[config.mk]
export PLATFORM = sky130hd
export DESIGN_NAME = updown_counter_seg
export DESIGN_NICKNAME = d
export VERILOG_FILES = /design/src/rtl/updown_seg_pkg.sv /design/src/rtl/hex_to_seg7.sv /design/src/rtl/updown_counter_seg.sv
export SDC_FILE = /design/constraint.sdc
export NUM_CORES = 1
export LEC_CHECK = 0
export CORE_MARGIN = 1
export CORE_UTILIZATION = 50
export DETAILED_ROUTE_END_ITERATION = 8
export PLACE_DENSITY = 0.83
export SYNTH_ARGS = -nofsm -noshare
export SYNTH_HDL_FRONTEND = slang
export SYNTH_SLANG_ARGS = --single-unit
[constraint.sdc]
create_clock -name clk -period 4 [get_ports clk]
set_clock_uncertainty 0.05 [all_clocks]
set_input_delay 0.8 -clock clk [delete_from_list [all_inputs] [get_ports clk]]
set_output_delay 0.8 -clock clk [all_outputs]
set_load 0.01 [all_outputs]
[src/rtl/updown_seg_pkg.sv]
// Shared constants for the up/down counter and its 7-segment scan driver.
package updown_seg_pkg;

  // Counter limit behaviour selectors for the SATURATE parameter.
  localparam int WRAP = 0;
  localparam int SAT  = 1;

  // Hex font 0..F, active-high, bit0 = segment a ... bit6 = segment g.
  localparam logic [6:0] HEX_FONT [16] = '{
    7'h3F, 7'h06, 7'h5B, 7'h4F, 7'h66, 7'h6D, 7'h7D, 7'h07,
    7'h7F, 7'h6F, 7'h77, 7'h7C, 7'h39, 7'h5E, 7'h79, 7'h71
  };

  // Ceiling log2; returns 0 for values <= 1, so callers clamp to at least 1 bit.
  function automatic int clog2(input int value);
    int r;
    r = 0;
    for (int i = 0; i < 31; i++) begin
      if ((1 << i) < value) r = i + 1;
    end
    return r;
  endfunction

endpackage

[src/rtl/hex_to_seg7.sv]
// Combinational hex nibble to 7-segment pattern, with selectable output polarity.
module hex_to_seg7
  import updown_seg_pkg::*;
#(
  parameter int ACTIVE_LOW = 1
) (
  input  logic [3:0] nibble,
  output logic [6:0] seg
);

  // Font lookup, inverted when the display segments are driven low.
  always_comb begin
    seg = HEX_FONT[nibble];
    if (ACTIVE_LOW != 0) seg = ~seg;
  end

endmodule

[src/rtl/updown_counter_seg.sv]
// Up/down counter with programmable modulus, wrap or saturate at the limits,
// parallel load, terminal-count pulse and a multiplexed hex 7-segment driver.
module updown_counter_seg
  import updown_seg_pkg::*;
#(
  parameter int WIDTH          = 4,
  parameter int MOD            = 16,
  parameter int SATURATE       = WRAP,
  parameter int NDIGITS        = 1,
  parameter int SCAN_DIV       = 1000,
  parameter int SEG_ACTIVE_LOW = 1
) (
  input  logic               clk,
  input  logic               reset,
  input  logic               en,
  input  logic               up,
  input  logic               load,
  input  logic [WIDTH-1:0]   load_val,
  output logic [WIDTH-1:0]   count,
  output logic               tc,
  output logic               dir,
  output logic [6:0]         seg,
  output logic               dp,
  output logic [NDIGITS-1:0] an
);

  if ((MOD < 2) || (MOD > (1 << WIDTH))) begin : g_bad_mod
    $error("updown_counter_seg: MOD must satisfy 2 <= MOD <= 2**WIDTH");
  end
  if ((WIDTH < 1) || (WIDTH > 16)) begin : g_bad_width
    $error("updown_counter_seg: WIDTH must be 1..16");
  end
  if ((NDIGITS < 1) || (NDIGITS > 4)) begin : g_bad_ndigits
    $error("updown_counter_seg: NDIGITS must be 1..4");
  end
  if (SCAN_DIV < 1) begin : g_bad_scandiv
    $error("updown_counter_seg: SCAN_DIV must be >= 1");
  end

  localparam logic [WIDTH-1:0] MAXV = WIDTH'(MOD - 1);
  localparam int PW = (clog2(SCAN_DIV) < 1) ? 1 : clog2(SCAN_DIV);
  localparam int IW = (clog2(NDIGITS) < 1) ? 1 : clog2(NDIGITS);
  localparam logic [PW-1:0] PRESC_LAST = PW'(SCAN_DIV - 1);
  localparam logic [IW-1:0] DIGIT_LAST = IW'(NDIGITS - 1);
  localparam logic [6:0] SEG_RST = (SEG_ACTIVE_LOW != 0) ? ~HEX_FONT[0] : HEX_FONT[0];
  localparam logic [NDIGITS-1:0] AN_ONE = NDIGITS'(1);
  localparam logic [NDIGITS-1:0] AN_RST = (SEG_ACTIVE_LOW != 0) ? ~AN_ONE : AN_ONE;
  localparam logic DP_OFF = (SEG_ACTIVE_LOW != 0);

  // Loaded values outside 0..MOD-1 are pinned to the top of the range.
  function automatic logic [WIDTH-1:0] clamp_load(input logic [WIDTH-1:0] v);
    return (v > MAXV) ? MAXV : v;
  endfunction

  // One enabled step; at a limit either wrap to the other end or hold there.
  function automatic logic [WIDTH-1:0] step_count(input logic [WIDTH-1:0] c,
                                                  input logic u,
                                                  input logic lim);
    logic [WIDTH-1:0] r;
    if (lim) begin
      if (SATURATE == SAT) r = c;
      else r = u ? '0 : MAXV;
    end else begin
      r = u ? (c + WIDTH'(1)) : (c - WIDTH'(1));
    end
    return r;
  endfunction

  logic          at_limit;
  logic [PW-1:0] presc;
  logic [IW-1:0] digit;

  assign at_limit = up ? (count == MAXV) : (count == '0);

  // ---- stage p0: counter state (count, tc, dir) ----
  // Counter register: reset > load > enabled step > hold.
  always_ff @(posedge clk) begin
    if (!reset) begin
      count <= '0;
      tc    <= 1'b0;
      dir   <= 1'b1;
    end else if (load) begin
      count <= clamp_load(load_val);
      tc    <= 1'b0;
      dir   <= up;
    end else if (en) begin
      count <= step_count(count, up, at_limit);
      tc    <= at_limit;
      dir   <= up;
    end else begin
      tc    <= 1'b0;
    end
  end

  // Scan prescaler; each terminal count advances the selected digit.
  always_ff @(posedge clk) begin
    if (!reset) begin
      presc <= '0;
      digit <= '0;
    end else if (presc == PRESC_LAST) begin
      presc <= '0;
      digit <= (digit == DIGIT_LAST) ? '0 : (digit + IW'(1));
    end else begin
      presc <= presc + PW'(1);
    end
  end

  logic [15:0]        count_ext;
  logic [1:0]         dsel;
  logic [3:0]         nibble_p0;
  logic [6:0]         seg_p0;
  logic [NDIGITS-1:0] an_p0;
  logic               dp_p0;

  assign count_ext = 16'(count);
  assign dsel      = 2'(digit);

  // Pick the hex nibble of the count belonging to the selected digit.
  always_comb begin
    nibble_p0 = count_ext[3:0];
    case (dsel)
      2'd1:    nibble_p0 = count_ext[7:4];
      2'd2:    nibble_p0 = count_ext[11:8];
      2'd3:    nibble_p0 = count_ext[15:12];
      default: nibble_p0 = count_ext[3:0];
    endcase
  end

  hex_to_seg7 #(
    .ACTIVE_LOW (SEG_ACTIVE_LOW)
  ) u_hex_to_seg7 (
    .nibble (nibble_p0),
    .seg    (seg_p0)
  );

  assign an_p0 = (SEG_ACTIVE_LOW != 0) ? ~(AN_ONE << digit) : (AN_ONE << digit);
  assign dp_p0 = ((digit == '0) && !dir) ^ (SEG_ACTIVE_LOW != 0);

  // ---- stage p1: registered display outputs ----
  // Display output registers, one cycle behind the digit index and count.
  always_ff @(posedge clk) begin
    if (!reset) begin
      seg <= SEG_RST;
      an  <= AN_RST;
      dp  <= DP_OFF;
    end else begin
      seg <= seg_p0;
      an  <= an_p0;
      dp  <= dp_p0;
    end
  end

endmodule

Yosys cells after proc, flatten, opt, wreduce, memory -nomap -nowiden
Memories as Yosys holds them, arrays and structs flattened.
Index checks and enable logic that the tools add are counted.
Cells by class
  $mul: 0
  bitwise gates (word level): 7
  add/subtract/negate cells: 4
  equal/unequal tests: 2
  divide/modulo/power cells: 0
  $lt $le $gt $ge: 2
  shift-type cells: 1
  multiplexer cells: 13
  reductions and logical operators: 6
Operators with widths (number)
  4-bit two-way mux: 7
  7-bit two-way mux: 2
  10-bit by 1-bit adder with 10-bit output (second input constant): 1
  10-bit == test (second input constant): 1
  7-bit NOT: 1
  5-bit greater-or-equal comparator (second input constant): 1
  1-bit NOT: 5
  4-bit NOT with 5-bit output: 1
  4-bit by 1-bit adder with 4-bit output (second input constant): 1
  4-bit == test (second input constant): 1
  4-bit > comparator (second input constant): 1
  4-bit logical NOT: 1
  1-bit two-way mux: 4
  4-bit by 1-bit subtractor with 4-bit output (second input constant): 1
  3-bit OR reduction: 1
  2-bit nonzero test: 1
  2-bit OR reduction: 1
  1-bit adder (second input constant): 1
  1-bit logical AND: 1
  1-bit logical NOT: 1
  1-bit by 1-bit << shifter with 1-bit output (first input constant): 1
Word-level totals
  bits in registers: 26
  logic and storage cells: 44
  bits in latches: 0
  memories: 1
  memory bits (writable): 0
  memory bits (read-only): 112
Memories
  (name not given): depth 16, bits a word 7, rd ports 1, clocked after Yosys merged registers in 0, wr ports 0, RTL line hex_to_seg7.sv:13  | seg = HEX_FONT[nibble];

Logic depth before layout (Yosys ltp)
  depth after elaboration: 6
  gate-level depth with buffers: 6
  depth with buffers taken out: 6

Hierarchy
Synthesis repeated with hierarchy kept, for this count alone.
Second synthesis, totals
  cell total of the unflattened synthesis: 105
  area total of the unflattened synthesis: 880.8 um^2
Modules (own cells, without submodules)
  updown_counter_seg: area each 618.1 um^2, times used 1, cells an instance 67, seq. area each 280.3 um^2
  hex_to_seg7: area each 262.8 um^2, times used 1, cells an instance 38, seq. area each 0.0 um^2

Least setup slack after synthesis
Ideal clock, no wire load.
  kind: input-to-reg
  start: in up
  end: reg count[1]
  setup time: 0.066 ns
  arrival: 1.756 ns
  required time: 3.884 ns
  stages on the path: 5
  setup slack: 2.128 ns
  path through: inv_1 fa_1 nand2_1 a22o_1 a21boi_2
On the way
  longest elaborated chain between the ends: 4
  elaborated cells on any way between the ends: 6
  those cells by class: 6 x mux
Ends and longest elaborated chain
  from (decl): RTL line updown_counter_seg.sv:16  | input logic up,
  4-bit two-way mux (tied with other cells): RTL line updown_counter_seg.sv:64  | r = u ? (c + WIDTH'(1)) : (c - WIDTH'(1));
  4-bit two-way mux (*): RTL line updown_counter_seg.sv:60  | if (lim) begin
  4-bit two-way mux (*): RTL line updown_counter_seg.sv:86  | end else if (en) begin
  4-bit two-way mux (*): RTL line updown_counter_seg.sv:82  | end else if (load) begin
  to (signal assigned): RTL line updown_counter_seg.sv:83  | count <= clamp_load(load_val);
  to (signal assigned): RTL line updown_counter_seg.sv:87  | count <= step_count(count, up, at_limit);
  to (decl): RTL line updown_counter_seg.sv:19  | output logic [WIDTH-1:0] count,
Mark *: on every way between the ends. The rest lies on a longest branch, timed or not. The select of a mux whose other input is x is not followed.
A chain may end at the register's enable or synchronous reset.

Worst setup path after layout
  start: reg count[3]
  end: out count[3]
No word-level cell between the ends.

==> run_summary.xml <==
<?xml version="1.0" encoding="UTF-8"?>
<metrics>
  <group name="run_status">
    <metric name="outcome" unit="">complete, but fails checks</metric>
    <metric name="violations" unit="">DRC</metric>
  </group>
  <group name="place">
    <metric name="numPlacedInstances" unit="">131</metric>
    <metric name="finalWeightedCongestion" unit="">0.8300</metric>
    <metric name="hpwlAfterDp" unit="um">1261</metric>
    <metric name="placement.io_buffers" unit="">22</metric>
  </group>
  <group name="detailed_routing">
    <metric name="drt_first_iter_violations" unit="">14</metric>
    <metric name="routed_wire_length_per_instance" unit="um">13.49</metric>
    <metric name="wl_met2" unit="um">869</metric>
    <metric name="total_vias_in_the_final_route" unit="">742</metric>
    <metric name="route.met3.wl" unit="um">72</metric>
    <metric name="drt_pass1_iterations" unit="">6</metric>
    <metric name="detailed_route_wl" unit="um">1808</metric>
    <metric name="drt-met1-wl" unit="um">846</metric>
    <metric name="ant_nets" unit="">0</metric>
    <metric name="top_layer_used" unit="">met4</metric>
    <metric name="drt_drc_violations_left" unit="">1</metric>
    <metric name="route.detailed.vias_per_inst" unit="">5.537</metric>
  </group>
  <group name="logic_synthesis">
    <metric name="syn_nets" unit="">116</metric>
    <metric name="synth_compound_gate_area_share" unit="">0.2135</metric>
    <metric name="synth-edff-count" unit="">0</metric>
    <metric name="synthSimpleGateAreaFrac" unit="">0.2350</metric>
    <metric name="synthCells" unit="">98</metric>
    <metric name="synth_area" unit="um2">873.3</metric>
    <metric name="synthMuxAreaShare" unit="">0.01289</metric>
    <metric name="synth_ff_type" unit="">sky130_fd_sc_hd__dfxtp_1</metric>
    <metric name="synth-adder-area-share" unit="">0.1375</metric>
    <metric name="synth-async-reset-ratio" unit="">0</metric>
    <metric name="post_synth_xor_area_fraction" unit="">0.02006</metric>
    <metric name="yosys_warnings" unit="">0</metric>
    <metric name="postSynthRegisterBits" unit="">14</metric>
    <metric name="synth.avg_cell_area" unit="um2">8.912</metric>
    <metric name="synth_top_family_by_area" unit="">simple AND/OR/NAND/NOR gates</metric>
    <metric name="synth.yosys.seq_area_share" unit="">0.3209</metric>
    <metric name="post_synth_num_cell_types" unit="">36</metric>
  </group>
  <group name="timing">
    <metric name="rsz_0062_raised_after_global_routing" unit="">false</metric>
    <metric name="timing.hold.ws" unit="ns">0.4383</metric>
    <metric name="worst_slew_pin_slew" unit="ns">0.7352</metric>
    <metric name="period_needed" unit="ns">2.603</metric>
    <metric name="finalSetupTns" unit="ns">0</metric>
    <metric name="relSlewSlack" unit="">0.5092</metric>
    <metric name="finalMaxSlewViolations" unit="">0</metric>
    <metric name="max_clock_freq" unit="MHz">384.2</metric>
    <metric name="hold_violations" unit="">0</metric>
    <metric name="post-route-period-util" unit="">0.6507</metric>
    <metric name="finalSetupViolations" unit="">0</metric>
  </group>
  <group name="critical_path">
    <metric name="critPathKind" unit="">reg2out</metric>
    <metric name="setup.worst_path.start_class" unit="">register</metric>
    <metric name="crit_fanout" unit="">22</metric>
    <metric name="worst_ep_required_time" unit="ns">3.15</metric>
    <metric name="path_buf_inv" unit="">1</metric>
    <metric name="critical_path.cell_chain" unit="">clkdlybuf4s50_1</metric>
    <metric name="critPathTopFamily" unit="">flip-flops</metric>
    <metric name="crit_path_top_delay_cell" unit="">sky130_fd_sc_hd__dfxtp_1</metric>
    <metric name="slowest_delay" unit="ns">0.81</metric>
    <metric name="worstSetupEndpointType" unit="">output port</metric>
    <metric name="cp_data_arrival_time" unit="ns">1.75</metric>
  </group>
  <group name="cts">
    <metric name="cts_setup_buffers" unit="">0</metric>
    <metric name="htree_levels" unit="">1</metric>
    <metric name="cts-buffers-inserted" unit="">3</metric>
    <metric name="ctsRootBufferMaster" unit="">sky130_fd_sc_hd__clkbuf_4</metric>
    <metric name="clkLatencyLatePin" unit="ns">0.28</metric>
    <metric name="cts.sinks" unit="">14</metric>
    <metric name="post_cts.resized_instances" unit="">0</metric>
    <metric name="clk_pin_slew_worst_paths" unit="ns">0.09</metric>
    <metric name="cts.path.max_buffers" unit="">2</metric>
    <metric name="cts_hold_buf" unit="">0</metric>
    <metric name="tritoncts" unit="">done</metric>
  </group>
  <group name="final_layout">
    <metric name="count_of_non_filler_cells_in_the_finished_layout" unit="">134</metric>
    <metric name="final_cell_mix" unit="">sky130_fd_sc_hd__clkdlybuf4s50_1, sky130_fd_sc_hd__dfxtp_1, sky130_fd_sc_hd__nand2_1, sky130_fd_sc_hd__a21oi_1, sky130_fd_sc_hd__ha_1</metric>
    <metric name="n_fill_cell" unit="">121</metric>
    <metric name="layout-drive-gt1-share" unit="">0.08475</metric>
    <metric name="fin_nets" unit="">138</metric>
    <metric name="multi_input_area" unit="um2">544.3</metric>
    <metric name="layout.cells.most_common" unit="">sky130_fd_sc_hd__clkdlybuf4s50_1</metric>
    <metric name="layout.area.seq" unit="um2">280.3</metric>
    <metric name="diodes" unit="">0</metric>
    <metric name="area_added_between_synthesis_and_finish" unit="%">26.22</metric>
  </group>
  <group name="floorplan">
    <metric name="floorplan.die.width" unit="um">43.80</metric>
    <metric name="top_level_ports" unit="">24</metric>
    <metric name="floorplan.core_area" unit="mm2">0.001577</metric>
    <metric name="rows" unit="">14</metric>
    <metric name="design.die.area" unit="mm2">0.001918</metric>
    <metric name="die_h" unit="um">43.80</metric>
    <metric name="initial_utilization" unit="">0.5540</metric>
  </group>
  <group name="global_routing">
    <metric name="gr_overflow_total" unit="">0</metric>
    <metric name="grt_first_pass_wirelength" unit="um">3118</metric>
    <metric name="grt_antenna_before_repair" unit="">0</metric>
    <metric name="grt_max_degree" unit="">23</metric>
    <metric name="grt_pass1_vias" unit="">684</metric>
    <metric name="gr-usage-all-layers" unit="">0.2218</metric>
  </group>
  <group name="pwr">
    <metric name="power_density" unit="mW/mm2">319.3</metric>
    <metric name="p_leak" unit="uW">0.0004654</metric>
    <metric name="p_total" unit="uW">351.9</metric>
    <metric name="vdd.ir_drop.worst" unit="mV">0.1809</metric>
  </group>
  <group name="job">
    <metric name="maxCapViolations" unit="">0</metric>
  </group>
  <group name="hold_path">
    <metric name="hold_class" unit="">reg2reg</metric>
  </group>
</metrics>
## final cells by class
type,instances,share of cell area
multi-input cells,75,0.4938
flip-flops and latches,14,0.2543
repair buffers,22,0.1998
clock buffers,3,0.02043
well taps,16,0.01816
inverters,4,0.01362
## report_power, final
| part | leakage [uW] | internal (uW) | total (uW) | switching (uW) |
|---|---|---|---|---|
| registers | 0.000116 | 151 | 170 | 18.9 |
| clock network | 0.0000138 | 34.9 | 80.4 | 45.5 |
| logic | 0.000336 | 56.8 | 102 | 44.8 |
| total | 0.000465 | 243 | 352 | 109 |
## synthesized netlist by cell type, drive strengths merged (2+ instances only)
cell     n  share of area
dfxtp   14           0.32
buf      5          0.039
nor2b    3          0.021
a22o     2          0.020
a21oi    8          0.046
a21boi   2          0.026
ha       8           0.11
inv      4          0.017
o311ai   3          0.030
nand3    2          0.011
nand2b   6          0.043
nand2   13          0.056
o211a    2          0.023
nor2     6          0.029
o21ai    4          0.023
o211ai   2          0.017
## sequential cells by signal, indices dropped and copies added (netlist names)
name   flops
dir        1
dp         1
seg        7
tc         1
count      4
## metal layers
layer	vias up	GRT usage
li1	386	-
met1	335	0.2799
met2	19	0.3701
met3	2	0.01250
met4	0	0.1313
met5	-	0
## cells by family after synthesis
family / count (synthesis)
other: 1
and+or+nand+nor: 36
AOI/OAI and AO/OA: 26
adders and majority gates: 9
buffers and inverters: 9
muxes: 1
xor gates and xnor gates: 2
DFF: 14
## stage by stage
| stage | area [um2] | utilization | setup WS (ns) |
|---|---|---|---|
| final | 1102 | 0.6992 | 1.397 |
| after global routing | 1102 | 0.6992 | 1.308 |
| after CTS | 1102 | 0.6992 | 1.391 |
| after detailed placement | 1080 | 0.6849 | 1.360 |
| after global placement | 1080 | 0.6849 | 1.439 |
| after floorplan | 873.3 | - | 2.128 |
## path summary, 6_finish.rpt
path	start	to	slack, ns	cells after the start
max	count[3]	count[3]	1.40	1
min reg2reg	dir	dp	0.44	1
min	dir	dp	0.44	1
max reg2reg	count[2]	count[3]	2.14	5
Power figures use the tool's default switching activity.
